`src/rtl/pps_detector_pkg.sv`:
```
// pps_detector_pkg
//  Shared timing constants for the 1PPS link. The detector and the PPS
//  generator take their CLK_FREQ from the same constant here, so both ends
//  of a link agree on the nominal period for each radio clock domain.
//  No ports.
package pps_detector_pkg;

  localparam int PERIOD_W = 32;

  // Nominal clk cycles per PPS period, one constant per radio clock domain.
  localparam logic [31:0] CLK_FREQ_10M     = 32'd10_000_000;
  localparam logic [31:0] CLK_FREQ_61M44   = 32'd61_440_000;
  localparam logic [31:0] CLK_FREQ_122M88  = 32'd122_880_000;
  localparam logic [31:0] CLK_FREQ_245M76  = 32'd245_760_000;

  localparam logic [31:0] PPS_TOL_DEFAULT  = 32'd100;
  localparam logic [3:0]  PPS_LOCK_DEFAULT = 4'd4;

endpackage

```
`src/rtl/pps_detector_if.sv`:
```
// pps_detector_if
//  PPS link bundle between the detector and its consumers (time-keeper,
//  ref-clock status).
//   pps_in     raw PPS, asynchronous to the detector clock
//   pps_pulse  one-cycle strobe per detected rising edge
//   pps_valid  high while the detector is locked
//   pps_lost   one-cycle strobe on every loss of lock
//   period     clk cycles between the last two edges
//  master: detector side. slave: consumer / stimulus side.
interface pps_detector_if
  import pps_detector_pkg::*;
  ();
  logic                pps_in;
  logic                pps_pulse;
  logic                pps_valid;
  logic                pps_lost;
  logic [PERIOD_W-1:0] period;

  modport master (input pps_in, output pps_pulse, pps_valid, pps_lost, period);
  modport slave  (output pps_in, input pps_pulse, pps_valid, pps_lost, period);
endinterface

```
`src/rtl/pps_detector_sync.sv`:
```
// pps_detector_sync
//  Plain multi-flop synchronizer for a single asynchronous level.
//   clk      destination clock
//   reset_n  asynchronous active-low reset, flops clear to 0
//   din      asynchronous input
//   dout     synchronized output, STAGES clk of latency
module pps_detector_sync #(
  parameter int STAGES = 2
) (
  input  logic clk,
  input  logic reset_n,
  input  logic din,
  output logic dout
);
  logic [STAGES-1:0] sync_q, sync_d;

  always_comb sync_d = {sync_q[STAGES-2:0], din};

  always_ff @(posedge clk or negedge reset_n) begin
    if (!reset_n) sync_q <= '0;
    else          sync_q <= sync_d;
  end

  assign dout = sync_q[STAGES-1];
endmodule

```
`src/rtl/pps_detector.sv`:
```
// pps_detector
//  Receive end of a 1PPS link. Synchronizes pps_in, strobes one pulse per
//  rising edge, measures the edge-to-edge period in clk cycles and qualifies
//  the signal as locked / lost.
//   clk      sample clock
//   reset_n  asynchronous active-low reset
//   pps      link bundle (master side): pps_in in; pps_pulse, pps_valid,
//            pps_lost, period out
//  Latency: pps_pulse is seen 3 clk after the clk edge that first samples
//  pps_in high (2 sync stages + edge register); state, pps_valid, pps_lost
//  and period are registered alongside pps_pulse.
module pps_detector
  import pps_detector_pkg::*;
#(
  parameter logic [31:0] CLK_FREQ   = CLK_FREQ_10M,
  parameter logic [31:0] TOLERANCE  = PPS_TOL_DEFAULT,
  parameter logic [3:0]  LOCK_COUNT = PPS_LOCK_DEFAULT
) (
  input  logic          clk,
  input  logic          reset_n,
  pps_detector_if.master pps
);
  localparam logic [1:0] ST_SEARCH = 2'd0;
  localparam logic [1:0] ST_CHECK  = 2'd1;
  localparam logic [1:0] ST_LOCKED = 2'd2;

  typedef enum logic [1:0] {
    SEARCH = ST_SEARCH,
    CHECK  = ST_CHECK,
    LOCKED = ST_LOCKED
  } state_e;

  // Bounds in 33 bits: CLK_FREQ + TOLERANCE (+1) may not fit in 32.
  localparam logic [32:0] BOUND_LO = {1'b0, CLK_FREQ} - {1'b0, TOLERANCE};
  localparam logic [32:0] BOUND_HI = {1'b0, CLK_FREQ} + {1'b0, TOLERANCE};
  localparam logic [32:0] TIMEOUT  = BOUND_HI + 33'd1;

  logic        pps_sync;
  logic        prev_q, prev_d;
  logic        edge_q, edge_d;
  logic [31:0] count_q, count_d;
  logic [31:0] period_q, period_d;
  logic [3:0]  good_cnt_q, good_cnt_d;
  state_e      state_q, state_d;
  logic        pulse_q, pulse_d;
  logic        valid_q, valid_d;
  logic        lost_q, lost_d;
  logic        good, timeout;

  pps_detector_sync #(.STAGES(2)) u_sync (
    .clk     (clk),
    .reset_n (reset_n),
    .din     (pps.pps_in),
    .dout    (pps_sync)
  );

  always_comb begin
    prev_d = pps_sync;
    // Rising edge is registered; the cycle edge_q is high is the "edge cycle"
    // for the counter and FSM.
    edge_d = pps_sync & ~prev_q;

    good    = ({1'b0, count_q} >= BOUND_LO) && ({1'b0, count_q} <= BOUND_HI);
    // Count keeps running past TIMEOUT, so this fires once per silent gap.
    timeout = !edge_q && ({1'b0, count_q} == TIMEOUT);

    count_d    = edge_q ? 32'd1
               : (count_q == 32'hFFFF_FFFF) ? count_q : count_q + 32'd1;
    state_d    = state_q;
    good_cnt_d = good_cnt_q;
    period_d   = period_q;
    pulse_d    = edge_q;
    lost_d     = 1'b0;

    case (state_q)
      SEARCH: begin
        if (edge_q) begin
          state_d    = CHECK;
          good_cnt_d = 4'd0;
        end
      end
      CHECK: begin
        if (edge_q) begin
          period_d = count_q;
          if (good) begin
            if (good_cnt_q + 4'd1 == LOCK_COUNT) begin
              state_d    = LOCKED;
              good_cnt_d = 4'd0;
            end else begin
              good_cnt_d = good_cnt_q + 4'd1;
            end
          end else begin
            good_cnt_d = 4'd0;
          end
        end else if (timeout) begin
          state_d    = SEARCH;
          good_cnt_d = 4'd0;
        end
      end
      LOCKED: begin
        if (edge_q) begin
          period_d = count_q;
          if (!good) begin
            state_d    = CHECK;
            good_cnt_d = 4'd0;
            lost_d     = 1'b1;
          end
        end else if (timeout) begin
          state_d    = SEARCH;
          good_cnt_d = 4'd0;
          lost_d     = 1'b1;
        end
      end
      default: begin
        state_d    = SEARCH;
        good_cnt_d = 4'd0;
      end
    endcase

    valid_d = (state_d == LOCKED);
  end

  always_ff @(posedge clk or negedge reset_n) begin
    if (!reset_n) begin
      prev_q     <= 1'b0;
      edge_q     <= 1'b0;
      count_q    <= 32'd0;
      period_q   <= 32'd0;
      good_cnt_q <= 4'd0;
      state_q    <= SEARCH;
      pulse_q    <= 1'b0;
      valid_q    <= 1'b0;
      lost_q     <= 1'b0;
    end else begin
      prev_q     <= prev_d;
      edge_q     <= edge_d;
      count_q    <= count_d;
      period_q   <= period_d;
      good_cnt_q <= good_cnt_d;
      state_q    <= state_d;
      pulse_q    <= pulse_d;
      valid_q    <= valid_d;
      lost_q     <= lost_d;
    end
  end

  assign pps.pps_pulse = pulse_q;
  assign pps.pps_valid = valid_q;
  assign pps.pps_lost  = lost_q;
  assign pps.period    = period_q;
endmodule
```
`src/flat_wrapper.sv`:
```
// flat-port wrapper written by rule: the top's interface ports become plain ports
module pps_detector_flat import pps_detector_pkg::*;
#(
  parameter logic [31:0] CLK_FREQ   = CLK_FREQ_10M,
  parameter logic [31:0] TOLERANCE  = PPS_TOL_DEFAULT,
  parameter logic [3:0]  LOCK_COUNT = PPS_LOCK_DEFAULT
)
  (clk, reset_n, pps_pps_in, pps_pps_pulse, pps_pps_valid, pps_pps_lost, pps_period);
  pps_detector_if pps_i ();
  input  logic clk;
  input  logic reset_n;
  input wire logic [$bits(pps_i.pps_in)-1:0] pps_pps_in;
  output wire logic [$bits(pps_i.pps_pulse)-1:0] pps_pps_pulse;
  output wire logic [$bits(pps_i.pps_valid)-1:0] pps_pps_valid;
  output wire logic [$bits(pps_i.pps_lost)-1:0] pps_pps_lost;
  output wire logic [$bits(pps_i.period)-1:0] pps_period;
  assign pps_i.pps_in = pps_pps_in;
  assign pps_pps_pulse = pps_i.pps_pulse;
  assign pps_pps_valid = pps_i.pps_valid;
  assign pps_pps_lost = pps_i.pps_lost;
  assign pps_period = pps_i.period;
  pps_detector #(.CLK_FREQ(CLK_FREQ), .TOLERANCE(TOLERANCE), .LOCK_COUNT(LOCK_COUNT)) u_core (.clk(clk), .reset_n(reset_n), .pps(pps_i));
endmodule
```
`config.mk`:
```
export PLATFORM = sky130hd
export DESIGN_NAME = pps_detector_flat
export DESIGN_NICKNAME = d
export VERILOG_FILES = /design/src/rtl/pps_detector_pkg.sv /design/src/rtl/pps_detector_if.sv /design/src/rtl/pps_detector_sync.sv /design/src/rtl/pps_detector.sv /design/src/flat_wrapper.sv
export SDC_FILE = /design/constraint.sdc
export NUM_CORES = 1
export LEC_CHECK = 0
export BUFFER_PORTS_ARGS = -buffer_cell sky130_fd_sc_hd__clkbuf_2
export CAP_MARGIN = 10
export CORE_MARGIN = 1.5
export CORE_UTILIZATION = 50
export CTS_CLUSTER_SIZE = 16
export DETAILED_ROUTE_END_ITERATION = 12
export PLACE_DENSITY_LB_ADDON = 0.15
export SLEW_MARGIN = 10
export SYNTH_ARGS = -nofsm -noshare
export SYNTH_HDL_FRONTEND = slang
export SYNTH_SLANG_ARGS = --single-unit
```
`constraint.sdc`:
```
create_clock -name clk -period 2.4 [get_ports clk]
set_input_delay 0.24 -clock clk [delete_from_list [all_inputs] [get_ports clk]]
set_output_delay 0.24 -clock clk [all_outputs]
set_load 0.01 [all_outputs]
```
==> results of run 1 <==
-- worst max-delay path: stages, from the launching register on --
cell and delay (ns):
dfrtp_1 0.44, nor4_1 0.34, nand4_1 0.21, or2_2 0.38
nor3_4 0.20, or4b_1 0.45, mux2i_1 0.13
-- metal layers --
metal,wire [µm],part of all wire,global-route usage
met5,0,0,0
met2,3760,0.49,0.341
met4,212,0.028,0.106
met3,226,0.029,0.0338
met1,3490,0.45,0.272
-- report_power, final --
group | internal (W) | switching, W
Combinational | 0.000134 | 0.000192
Clock | 0.000538 | 0.000462
Sequential | 0.00136 | 0.0000531
Total | 0.00204 | 0.000707
-- through the flow --
step	std cells	util	hold slack, ns	area, µm²
5_1_grt	496	0.588	0.119	4270
6_report	496	0.588	0.00461	4270
3_3_place_gp	479	0.559	0.335	4050
2_1_floorplan	350	-	-0.0556	3750
4_1_cts	496	0.588	0.0652	4270
3_5_place_dp	479	0.559	0.351	4050
-- placed cells by master (no fill, tap or decap), types with 9 or more instances in the layout --
cell type | netlist | routed
a21oi_1 | 10 | 10
nand3_1 | 18 | 18
dfrtp_1 | 77 | 77
mux2_2 | 29 | 29
o21ai_0 | 16 | 16
nor3_1 | 12 | 12
xor2_1 | 9 | 9
clkbuf_2 | 0 | 36
clkbuf_8 | 0 | 11
nor2_1 | 35 | 35
xnor2_1 | 15 | 15
inv_1 | 13 | 13
nand4_1 | 14 | 14
nand2_1 | 18 | 18
-- final cells by class --
cell class                      count  area share
Inverter                           13      0.0114
Sequential cell                    77       0.452
Multi-Input combinational cell    245       0.397
Clock buffer                       13      0.0373
Timing Repair Buffer               46      0.0634
Clock inverter                      3      0.0103
Tap cell                           99      0.0290
-- cell families (layout without fill, tap and decap cells) --
group / Yosys count / after routing
fa+ha+maj: 8 / 8
compound gates: 47 / 47
mux: 30 / 30
flops: 77 / 77
simple gates: 136 / 136
buf+inv: 28 / 75
xor+xnor: 24 / 24
-- path summary, 6_finish.rpt --
kind	start	end	slack (ns)	cells after the start
setup / recovery	u_core.count_q[24]$_DFFE_PN0P_	u_core.good_cnt_q[0]$_DFFE_PN0P_	0.17	6
setup reg to reg	u_core.count_q[24]$_DFFE_PN0P_	u_core.good_cnt_q[0]$_DFFE_PN0P_	0.17	6
hold reg to reg	u_core.u_sync.sync_q[0]$_DFF_PN0_	u_core.u_sync.sync_q[1]$_DFF_PN0_	0.36	0
max in group asynchronous	reset_n	u_core.pps.period[18]$_DFFE_PN0P_	1.76	1
min in group clk	u_core.u_sync.sync_q[0]$_DFF_PN0_	u_core.u_sync.sync_q[1]$_DFF_PN0_	0.36	0
hold / removal	reset_n	u_core.u_sync.sync_q[1]$_DFF_PN0_	0.005	1
-- sequential cells by signal (all words and copies together) (netlist names) --
name	cells
u_core.pps.period	32
u_core.edge_q	1
u_core.pps.pps_pulse	1
u_core.pps.pps_valid	1
u_core.pps.pps_lost	1
u_core.state_q	2
u_core.count_q	32
u_core.good_cnt_q	4
u_core.prev_q	1
u_core.u_sync.sync_q	2
-- what timing repair did --
item | in CTS | in global routing
hold buffers | 1 | 0
hold endpoints to repair | 1 | 0
setup endpoints to repair | 0 | 0
==> metrics.md, run 1 <==
| Metric | Value |
|---|---|
| Outcome | complete, no violations |
| Antenna diodes | 0 |
| Cts repair resizes | 0 |
| Overall Power | 0.00274 W |
| Multi-input logic area | 0.00169 mm² |
| Worst slew pin tran | 0.942 ns |
| Routed WL | 7690 µm |
| Xor/xnor share of the synthesized area | 0.0561 |
| P&R area growth vs syn | 13.8% |
| Cell variety after synth | 48 |
| CTS max path bufs | 2 |
| Root Driver | clkbuf_8 |
| Ys async rst share | 1.00 |
| Reg area | 0.00193 mm² |
| Worst-Skew Late Latency | 0.36 ns |
| Postcts setup bufs | 0 |
| Syn_nets | 361 |
| Final Hold Fails | 0 |
| CP Class | flop to flop |
| Vias | 2765 |
| Max_slew headroom | 0.372 |
| Fin crit share | 0.930 |
| Routability cong. | 0.809 |
| Post-DR wirelength/cell | 15.5 µm |
| CP required | 2.68 ns |
| Layout cell share with drive strength beyond 1 | 0.244 |
| Crit end category | flop |
| Post-synth top area share | 0.514 |
| DP Wirelength | 5340 µm |
| Pleak | 2.00 nW |
| Largest net degree at the start of global routing | 78 |
| Final worst setup slack | 0.169 ns |
| Tot GR Track Use | 0.210 |
| Worst min path class | input port to async pin |
| Clock Sinks | 77 |
| Top cells by area, synth | dfrtp_1 51%, mux2_2 8.7%, nor2_1 3.5%, xnor2_1 3.5%, ha_1 2.7% |
| Detailed-route DRC error count | 0 |
| MaxCap Viol Count | 0 |
| Synthesized flop and latch total | 77 |
| Die footprint | 0.00803 mm² |
| Synth Warn # | 0 |
| Post-synth top cells | 77 x dfrtp_1, 35 x nor2_1, 29 x mux2_2 |
| Grt total ovfl | 0 |
| Cell taking the most area after synthesis | dfrtp_1 |
| First-pass GRT wire length | 12600 µm |
| CTS H-tree depth | 3 |
| I/O Buffers | 37 |
| CTS buffer count | 9 |
| Final setup violation count | 0 |
| DRT antenna net count | 0 |
| Simple-gate share of the synthesized area | 0.204 |
| Max Transition Viols Final | 0 |
| Adder-cell area share of the yosys netlist | 0.0267 |
| CP Data Arrival Time | 2.51 ns |
| Setup repair after global routing missed its margin | false |
| I/O pin count | 38 |
| Mean post-synth cell area | 10.7 µm² |
| Cell with the most instances after synthesis | dfrtp_1 |
| Die Y | 89.6 µm |
| Number of global-route vias before repair | 2610 |
| Nets | 403 |
| CTS tree | done |
| Clock Skews | 0.00847 ns |
| Die width | 89.6 µm |
| # fillers | 641 |
| Mapped Cells | 350 |
| Combinational family with the most area after synthesis | simple AND/OR/NAND/NOR gates |
| Compound-gate portion of the synthesized area | 0.0751 |
| Primary FF master, synth | dfrtp_1 |
| DR vias/cell | 5.57 |
| Fmax | 448 MHz |
| Dpl ws | 0.192 ns |
| Area of the mapped netlist | 0.00375 mm² |
| Clock transition at path regs | 0.08 ns |
| Tmin final | 2.23 ns |
| TritonRoute pass-1 iters | 4 |
| Power per cell area | 643 mW/mm² |
| Number of flops mapped to enable cells by yosys | 0 |
| Initial core utilization | 0.517 |
| Crit Path Max Fanout | 6 |
| Row count | 31 |
| Core area | 0.00725 mm² |
| Post-route setup TNS | 0 ns |
| 1st-iter DRT viols | 170 |
| Crit path launch type | flop |
| Post-synthesis mux area share | 0.0898 |
| VDD IR-drop max | 303 µV |
| Post-synthesis sequential area ratio | 0.514 |
| Initial antenna violation count | 0 |
(Power assumes the default switching activity.)
==> run 2: changes to the inputs <==
- ABC_AREA: default -> 1
- GPL_TIMING_DRIVEN: default -> 1
==> metrics.md, run 2 <==
| Metric | Value |
|---|---|
| Delay-heaviest family, CP | simple AND/OR/NAND/NOR gates |
| CTS tree | done |
| Die width | 94.0 µm |
| DP Area | 0.00445 mm² |
| Clock power share | 0.366 |
| Final instance area | 0.00468 mm² |
| Power per cell area | 646 mW/mm² |
| Tmin final | 1.98 ns |
| Initial antenna violation count | 0 |
| Max_slew headroom | 0.360 |
| Nets | 560 |
| Clock Sinks | 77 |
| Crit path launch type | flop |
| Multi-input logic area | 0.00196 mm² |
| Antenna diodes | 0 |
| MaxCap Viol Count | 0 |
| Post-synthesis sequential area ratio | 0.465 |
| Post-synth top area share | 0.465 |
| Setup repair after global routing missed its margin | false |
| Worst min path class | input port to async pin |
| Final worst setup slack | 0.423 ns |
| Psw | 0.000906 W |
| Max Transition Viols Final | 0 |
| Largest net degree at the start of global routing | 78 |
| TritonRoute pass-1 iters | 5 |
| CP Cell Sequence | ha_1 > nand3_2 > nor2_2 > nand2_2 > nor4_1 > nand3_1 > o21ai_0 > o21ai_0 |
| # fillers | 738 |
| Metal2 WL | 4290 µm |
| Power Internal | 0.00212 W |
| CP max stage delay | 0.46 ns |
| Ys async rst share | 1.00 |
| Met1 WL | 4720 µm |
| Pleak | 2.23 nW |
| Crit path top cell by count | o21ai_0 |
| Tot GR Track Use | 0.239 |
| WP buf/inv | 0 |
| Grt total ovfl | 0 |
| VDD IR-drop max | 394 µV |
| Final Hold Fails | 0 |
| Area of the mapped netlist | 0.00414 mm² |
| Fmax | 506 MHz |
| Root Driver | clkbuf_8 |
| DP Wirelength | 6880 µm |
| DR vias/cell | 5.40 |
| Worst slew pin tran | 0.960 ns |
| Top cells by area, synth | dfrtp_1 47%, nand2_1 11%, o21ai_0 5.2%, inv_1 4.3%, nor2_1 3.8% |
| Clock Skews | 0.00774 ns |
| Layout cell share with drive strength beyond 1 | 0.204 |
| 1st-iter DRT viols | 242 |
| Reg area | 0.00193 mm² |
| Clock transition at path regs | 0.09 ns |
| DRT antenna net count | 0 |
| Cell variety after synth | 40 |
| CP Data Arrival Time | 2.22 ns |
| Overall Power | 0.00302 W |
| Synth Warn # | 0 |
| CTS max path bufs | 2 |
| Commonest cells after routing, fill and taps aside | 121 x nand2_1, 77 x dfrtp_1, 48 x inv_1 |
| Final setup violation count | 0 |
| Post-route setup TNS | 0 ns |
| Dpl ws | 0.436 ns |
| Commonest non-fill, non-tap cell in the layout | nand2_1 |
| I/O Buffers | 37 |
| Post-synth top cells | 121 x nand2_1, 77 x dfrtp_1, 48 x inv_1 |
| Fin crit share | 0.824 |
| Synthesized flop and latch total | 77 |
| Vias | 3560 |
| CP Class | flop to flop |
| Post-DR wirelength/cell | 14.6 µm |
| Die Y | 94.0 µm |
| CTS buffer count | 9 |
| Crit end category | flop |
| Mapped Cells | 508 |
| Routability cong. | 0.921 |
| P&R area growth vs syn | 13.1% |
| Detailed-route DRC error count | 0 |
| Sequential group share of total power | 0.482 |
| Core area | 0.00813 mm² |
| Number of flops mapped to enable cells by yosys | 0 |
| CP required | 2.64 ns |
| Outcome | complete, no violations |
| Cell taking the most area after synthesis | dfrtp_1 |
| CTS H-tree depth | 3 |
| Routed WL | 9610 µm |
| Cell with the most instances after synthesis | nand2_1 |
| Met3 Wirelength | 478 µm |
| Highest Signal Layer | met4 |
| Row count | 33 |
| Initial core utilization | 0.509 |
| Switching Fraction | 0.300 |
| CP max stage cell | dfrtp_1 |
| Mean post-synth cell area | 8.15 µm² |
| Reg2reg setup slack | 0.42 ns |
| Worst-Skew Late Latency | 0.36 ns |
| Primary FF master, synth | dfrtp_1 |
| Die footprint | 0.00884 mm² |
| I/O pin count | 38 |
| Crit Path Max Fanout | 6 |
| First-pass GRT wire length | 16200 µm |
| Gate power share | 0.152 |
| Number of global-route vias before repair | 3298 |
| Syn_nets | 519 |
## run 2: power by group through the flow
stage                     Sequential (W)  Clock (W)  Combinational, W
after CTS                        0.00146    0.00112          0.000466
after global routing             0.00147    0.00119          0.000540
after floorplan                  0.00148          0          0.000296
final                            0.00146    0.00111          0.000461
after global placement           0.00148          0          0.000456
after detailed placement         0.00148          0          0.000464
## run 2: final timing paths
check                                                          to  depth (start not counted)                         startpoint
worst max-delay path                u_core.count_q[0]$_DFFE_PN0P_                          8      u_core.count_q[0]$_DFFE_PN0P_
worst min-delay path            u_core.pps.period[12]$_DFFE_PN0P_                          1                            reset_n
worst max register to register      u_core.count_q[0]$_DFFE_PN0P_                          8      u_core.count_q[0]$_DFFE_PN0P_
worst min register to register  u_core.u_sync.sync_q[1]$_DFF_PN0_                          0  u_core.u_sync.sync_q[0]$_DFF_PN0_
max in group asynchronous       u_core.pps.period[27]$_DFFE_PN0P_                          1                            reset_n
min in group clk                u_core.u_sync.sync_q[1]$_DFF_PN0_                          0  u_core.u_sync.sync_q[0]$_DFF_PN0_
## run 2: through the flow
stage | utilization | std cells | hold slack (ns)
after floorplan | - | 508 | -0.0556
final | 0.576 | 659 | 0.0233
after global placement | 0.547 | 642 | 0.333
after CTS | 0.576 | 659 | 0.0706
after detailed placement | 0.547 | 642 | 0.337
after global routing | 0.576 | 659 | 0.119
## run 2: area by class of cell
type | instances | share of cell area
multi-input combinational | 363 | 0.418
timing repair buffer | 41 | 0.0497
clock inverter | 7 | 0.0211
tap | 105 | 0.0280
sequential | 77 | 0.411
clock buffer | 9 | 0.0264
inverter | 57 | 0.0457
## run 2: per-layer routing
metal | vias to the layer above | global-route usage
met3 | 12 | 0.0510
met4 | 0 | 0.0721
met2 | 102 | 0.367
li1 | 1755 | -
met1 | 1691 | 0.340
met5 | - | 0
## run 2: cells by family (layout without fill, tap and decap cells)
| group | after synthesis | after routing | synth area share |
|---|---|---|---|
| compound gates | 81 | 81 | 0.106 |
| xor+xnor | 2 | 2 | 0.00423 |
| fa+ha+maj | 8 | 8 | 0.0242 |
| buf+inv | 68 | 114 | 0.0625 |
| flops | 77 | 77 | 0.465 |
| mux | 7 | 7 | 0.0190 |
| simple gates | 265 | 265 | 0.319 |
## run 2: repair_timing
item / CTS / global route
gates resized for setup: 0 / 0
endpoints found under the setup margin: 0 / 0
buffers inserted: 0 / 0
endpoints found under the hold margin: 1 / 0
hold buffers: 1 / 0
